--- config.mk ---
export PLATFORM = sky130hd
export DESIGN_NAME = vermi_branch_vic
export DESIGN_NICKNAME = d
export VERILOG_FILES = /design/src/rtl/vermi_branch_vic_pkg.sv /design/src/rtl/vermi_irq_arbiter.sv /design/src/rtl/vermi_branch_vic.sv
export SDC_FILE = /design/constraint.sdc
export NUM_CORES = 1
export LEC_CHECK = 0
export ABC_AREA = 1
export BUFFER_PORTS_ARGS = -buffer_cell sky130_fd_sc_hd__buf_2
export CORE_ASPECT_RATIO = 1.4
export CORE_MARGIN = 4
export CORE_UTILIZATION = 45
export CTS_CLUSTER_SIZE = 30
export DETAILED_ROUTE_END_ITERATION = 10
export HOLD_SLACK_MARGIN = 0.03
export PLACE_DENSITY_LB_ADDON = 0.2
export SETUP_SLACK_MARGIN = 0.15
export SYNTH_ARGS = -nofsm -noshare
export SYNTH_HDL_FRONTEND = slang
export SYNTH_SLANG_ARGS = --single-unit
--- constraint.sdc ---
create_clock -name clk -period 2.4 [get_ports clk]
set_input_delay 0.12 -clock clk [delete_from_list [all_inputs] [get_ports clk]]
set_output_delay 0.12 -clock clk [all_outputs]
set_load 0.01 [all_outputs]
--- src/rtl/vermi_branch_vic_pkg.sv ---
// Shared types and cause codes for the next-PC unit and its interrupt arbiter.
// No logic; widths here are upper bounds, per-instance widths come from parameters.
package vermi_branch_vic_pkg;

    typedef logic [31:0] word_t;

    localparam int IRQ_MAX = 16;
    typedef logic [IRQ_MAX-1:0] irq_vec_t;

    typedef enum logic [2:0] {
        BR_EQ  = 3'd0,
        BR_NE  = 3'd1,
        BR_LT  = 3'd4,
        BR_GE  = 3'd5,
        BR_LTU = 3'd6,
        BR_GEU = 3'd7
    } br_op_t;

    typedef struct packed {
        logic   is_jump;
        logic   is_branch;
        logic   is_mret;
        logic   is_trap;
        br_op_t br_op;
    } instruction_t;

    typedef struct packed {
        logic        irq;
        logic [26:0] rsvd;
        logic [3:0]  code;
    } cause_t;

    localparam word_t CAUSE_ECALL    = 32'h0000_000B;
    localparam word_t CAUSE_IRQ_FLAG = 32'h8000_0000;

    function automatic cause_t irq_cause(input logic [3:0] id);
        return cause_t'(CAUSE_IRQ_FLAG | {28'b0, id});
    endfunction

endpackage

--- src/rtl/vermi_irq_arbiter.sv ---
// Rising-edge IRQ latch with mask and lowest-index-first priority selection.
// Latency: an edge becomes a candidate the cycle after it is seen.
// Backpressure: pending bits are held until the owner asserts take.
module vermi_irq_arbiter #(
    parameter int N_IRQ = 4,
    parameter int IDW   = (N_IRQ > 1) ? $clog2(N_IRQ) : 1
) (
    input  logic             clk,
    input  logic             reset,
    input  logic [N_IRQ-1:0] irq,
    input  logic [N_IRQ-1:0] irq_mask,
    input  logic             take,
    output logic             any,
    output logic [IDW-1:0]   id,
    output logic [N_IRQ-1:0] clr
);

    logic [N_IRQ-1:0] pending_q, pending_d;
    logic [N_IRQ-1:0] irq_prev_q, irq_prev_d;
    logic [N_IRQ-1:0] rise;
    logic [N_IRQ-1:0] cand;

    always_comb begin
        rise = irq & ~irq_prev_q;
        cand = pending_q & irq_mask;
        any  = |cand;
        id   = '0;
        // Scan downwards so the lowest set index is the last one written.
        for (int i = N_IRQ - 1; i >= 0; i--) begin
            if (cand[i]) begin
                id = IDW'(i);
            end
        end
        clr = '0;
        if (take && any) begin
            clr[id] = 1'b1;
        end
        // A fresh edge on the line being cleared keeps it pending.
        pending_d  = (pending_q & ~clr) | rise;
        irq_prev_d = irq;
    end

    always_ff @(posedge clk) begin
        if (reset) begin
            pending_q  <= '0;
            irq_prev_q <= '0;
        end else begin
            pending_q  <= pending_d;
            irq_prev_q <= irq_prev_d;
        end
    end

endmodule

--- src/rtl/vermi_branch_vic.sv ---
// Next-PC select (sequential, jump/branch, MRET, trap, vectored IRQ) with mepc/mcause.
// Latency: pc_next is combinational; mepc/mcause/in_irq/irq_ack update on the next clock.
// Backpressure: enable=0 freezes architectural state while edges are still latched.
module vermi_branch_vic
    import vermi_branch_vic_pkg::*;
#(
    parameter int    N_IRQ        = 4,
    parameter word_t IRQ_BASE     = 32'h0000_0100,
    parameter word_t TRAP_ADDRESS = 32'h0000_0080,
    parameter bit    VECTORED     = 1'b1,
    localparam int   IDW          = (N_IRQ > 1) ? $clog2(N_IRQ) : 1
) (
    input  logic             clk,
    input  logic             reset,
    input  logic             enable,
    input  logic [N_IRQ-1:0] irq,
    input  logic [N_IRQ-1:0] irq_mask,
    input  instruction_t     instr,
    input  word_t            xs1,
    input  word_t            xs2,
    input  word_t            address,
    input  word_t            pc_incr,
    output word_t            pc_next,
    output word_t            mepc,
    output word_t            mcause,
    output logic             in_irq,
    output logic             irq_ack,
    output logic [IDW-1:0]   irq_ack_id
);

    logic             taken;
    word_t            pc_target;
    logic             take;
    logic             accept;
    logic             any;
    logic [IDW-1:0]   id;
    logic [N_IRQ-1:0] clr;

    word_t          mepc_q, mepc_d;
    cause_t         mcause_q, mcause_d;
    logic           in_irq_q, in_irq_d;
    logic           irq_ack_q, irq_ack_d;
    logic [IDW-1:0] irq_ack_id_q, irq_ack_id_d;

    assign take   = enable & ~in_irq_q;
    assign accept = |clr;

    vermi_irq_arbiter #(
        .N_IRQ (N_IRQ),
        .IDW   (IDW)
    ) u_arbiter (
        .clk      (clk),
        .reset    (reset),
        .irq      (irq),
        .irq_mask (irq_mask),
        .take     (take),
        .any      (any),
        .id       (id),
        .clr      (clr)
    );

    always_comb begin
        case (instr.br_op)
            BR_EQ:   taken = (xs1 == xs2);
            BR_NE:   taken = (xs1 != xs2);
            BR_LT:   taken = ($signed(xs1) < $signed(xs2));
            BR_GE:   taken = ($signed(xs1) >= $signed(xs2));
            BR_LTU:  taken = (xs1 < xs2);
            BR_GEU:  taken = (xs1 >= xs2);
            default: taken = 1'b0;
        endcase

        if (instr.is_mret) begin
            pc_target = mepc_q;
        end else if (instr.is_jump || (instr.is_branch && taken)) begin
            pc_target = address & 32'hFFFF_FFFC;
        end else begin
            pc_target = pc_incr;
        end

        if (accept) begin
            pc_next = VECTORED ? (IRQ_BASE + (word_t'(id) << 2)) : IRQ_BASE;
        end else if (instr.is_trap) begin
            pc_next = TRAP_ADDRESS;
        end else begin
            pc_next = pc_target;
        end
    end

    always_comb begin
        mepc_d       = mepc_q;
        mcause_d     = mcause_q;
        in_irq_d     = in_irq_q;
        irq_ack_d    = accept;
        irq_ack_id_d = irq_ack_id_q;
        if (accept) begin
            // MRET+accept with in_irq low: pc_target is old mepc, so it is preserved.
            mepc_d       = pc_target;
            mcause_d     = irq_cause(4'(id));
            in_irq_d     = 1'b1;
            irq_ack_id_d = id;
        end else if (enable) begin
            if (instr.is_trap) begin
                mepc_d   = pc_target;
                mcause_d = cause_t'(CAUSE_ECALL);
            end
            if (instr.is_mret) begin
                in_irq_d = 1'b0;
            end
        end
    end

    always_ff @(posedge clk) begin
        if (reset) begin
            mepc_q       <= '0;
            mcause_q     <= '0;
            in_irq_q     <= 1'b0;
            irq_ack_q    <= 1'b0;
            irq_ack_id_q <= '0;
        end else begin
            mepc_q       <= mepc_d;
            mcause_q     <= mcause_d;
            in_irq_q     <= in_irq_d;
            irq_ack_q    <= irq_ack_d;
            irq_ack_id_q <= irq_ack_id_d;
        end
    end

    assign mepc       = mepc_q;
    assign mcause     = mcause_q;
    assign in_irq     = in_irq_q;
    assign irq_ack    = irq_ack_q;
    assign irq_ack_id = irq_ack_id_q;

endmodule
==> flow_summary.ini <==
[outcome]
outcome = finished with violations
failed_checks = setup timing

[setup_path]
worstPathArrival_ns = 2.44
cp-end-kind = primary output
slowest_delay_ns = 0.27
crit_path_frequent_cell = nand2_2
path_cells = buf_6 -> inv_2 -> ha_4 -> nand2_4 -> nor2_4 -> nand4_1 -> nor2_4 -> nand2_2 -> nand4_1 -> nand2_1 -> inv_2 -> nand2_2 -> nor2_2 -> nand3_2 -> nand2_4 -> nand2_8 -> buf_12 -> buf_8 -> nand2_2 -> nand3_2 -> a21oi_2 -> buf_2
crit_required_ns = 2.28
startpoint_type = input port
timing.rr.start = u_arbiter.pending_q[1]$_SDFF_PP0_
cp_max_fo = 7
cp_slowest_cell = ha_4
startpoint = xs2[4]
worstSetupPathType = input port to primary output

[timing]
clock.fmax_mhz = 390.6
relSlewSlack = 0.5916
whs_ns = 0.03530
layout_min_cycle_time_ns = 2.560
setup_viol = 32
period_share = 1.067
hold_viol = 0
worstMarginPinSlew_ns = 0.6120
rsz0062_at_grt = true
setup_tns_ns = -3.265
layout_setup_ws_ns = -0.1600
fin_worst_skew_ns = 0.006867
finalMaxSlewViolations = 0

[routing]
antenna_left = 0
drc = 0
wl_mm = 15.07
viasPerCell = 4.936
vias = 5281
met3WireLength_mm = 1.253
top_layer = met4
drt_iter0_markers = 145
wire_per_inst_microns = 14.08
dr.pass1.iters = 7
met2_length_mm = 8.022
wl_met1_mm = 5.402

[cts]
cts_buffer_depth = 2
htreeDepth = 2
clk_latency_ns = 0.29
cts_inserted_buffers = 5
clockRootBuffer = clkbuf_16
cts_num_sinks = 48
tritoncts = yes
clk_pin_slew_worst_paths_ns = 0.07

[synth]
synthTopCellsByCount = inv_1, nand2_1, nand3_1
syn_inst = 731
synthTopCellsByArea = dfxtp_1, inv_1, nand2_1, nand3_1, ha_1
ys_warn_count = 0
synth_ff_type = dfxtp_1
yosysMostFrequentCell = inv_1
syn_area_per_cell_sq_um = 5.820
seq_area_frac_synth = 0.2259
synth_top_area_share = 0.2259
synth_top_area_cell = dfxtp_1
synth-edff-count = 0
syn_area_sq_um = 4254
async_flop_share = 0
yosysUniqueCellTypes = 28
ys_seq_elements = 48

[placed_design]
placedCellCount = 1043
dpl_cell_area_sq_um = 5401
place_ws_ns = -0.2142
place_hpwl_mm = 10.06
io_buffer_count = 215
gp_congestion = 0.7990

[cells_and_area]
finalNonFillerCells = 1070
drive_above_1_share = 0.3794
nets = 1139
area_growth_pct = 52.24
fillers = 768
postLayoutCoreUtil = 0.7092
final_cell_area_sq_um = 6476

[job]
max_cap_violations = 0

[die]
pin_count = 246
die_area_sq_um = 11100
initial_core_util = 0.4659
fp.dieH_microns = 123.0
die_x_microns = 90.18
num_rows = 41
core_sq_um = 9131

[power]
power_leakage_nw = 4.058
irDropWorstVdd_mv = 0.4903
powerDensity_nw_per_um2 = 475.3
power_mw = 3.078

[global_route]
antenna_found_initial = 1
grt_overflow = 0
grt_pass1_wl_mm = 22.58
grt_max_degree = 36
grt_use_total = 0.2465
grt_pass1_vias = 4909

[worst_hold_path]
hp-start = irq[2]
hold_class = input port to flip-flop
## final cells by class
class / count / area, sq um / share of cell area
diodes: 1 / 2.502 / 0.0003864
flip-flops and latches: 48 / 960.9 / 0.1484
clock inverters: 3 / 68.82 / 0.01063
inverters: 194 / 738.2 / 0.1140
repair buffers: 253 / 1598 / 0.2467
clock buffers: 5 / 125.1 / 0.01932
well taps: 107 / 133.9 / 0.02067
multi-input cells: 459 / 2849 / 0.4399
## power breakdown
| group | switching (mW) | internal [mW] | leakage [nW] |
|---|---|---|---|
| Sequential | 0.0569 | 0.882 | 0.398 |
| Clock | 0.323 | 0.601 | 0.0944 |
| Combinational | 0.675 | 0.540 | 3.57 |
## placed cells by master (no fill, tap or decap), types with 9 or more instances in the layout
master,Yosys,routed
nand3_1,107,92
ha_1,32,13
inv_1,192,178
nand3_2,0,13
nand2_2,3,25
nand2_4,1,9
buf_6,3,21
a21oi_1,46,36
ha_4,0,19
nand2_1,164,133
nor2_1,21,16
dfxtp_1,48,48
inv_2,1,12
o21ai_0,39,36
a21oi_2,1,10
buf_2,1,198
buf_4,31,25
conb_1,1,28
## path summary, 6_finish.rpt
kind / endpoint / slack (ns) / depth (start not counted)
setup / recovery: pc_next[22] / -0.16 / 22
hold / removal: u_arbiter.irq_prev_q[2]$_SDFF_PP0_ / 0.04 / 3
setup reg to reg: mepc[30]$_SDFFE_PP0P_ / 0.66 / 10
hold reg to reg: u_arbiter.pending_q[1]$_SDFF_PP0_ / 0.43 / 1
## flip-flops by register name (all words and copies together), names as in the netlist
| register | flops |
|---|---|
| mepc | 32 |
| mcause | 4 |
| u_arbiter.irq_prev_q | 4 |
| u_arbiter.pending_q | 4 |
| irq_ack_id | 2 |
| in_irq | 1 |
| irq_ack | 1 |
## worst max-delay path: cells and delay by family
family / cells / cell delay (ns)
and+or+nand+nor: 14 / 1.33
buffers and inverters: 6 / 0.59
adders and majority gates: 1 / 0.27
AOI/OAI and AO/OA: 1 / 0.12
## cells by family after synthesis
logic type,count (synthesis),synth area share
flops,48,0.2259
simple gates,305,0.3097
buf+inv,251,0.2544
compound gates,94,0.1150
fa+ha+maj,32,0.09412
other cells,1,0.0008815
## routing by layer
| layer | vias up | track usage |
|---|---|---|
| met3 | 25 | 0.04626 |
| met5 | - | 0 |
| met1 | 2365 | 0.2641 |
| met4 | 0 | 0.08525 |
| met2 | 253 | 0.4820 |
| li1 | 2638 | - |
## what timing repair did
item | in CTS | in global routing
resized for setup | 85 | 63
hold buffers | 0 | 0
buffers inserted | 9 | 7
pin swaps | 42 | 41
setup endpoints to repair | 32 | 61
cloned | 1 | 1
Note: power is estimated with default switching activity, not from simulation.
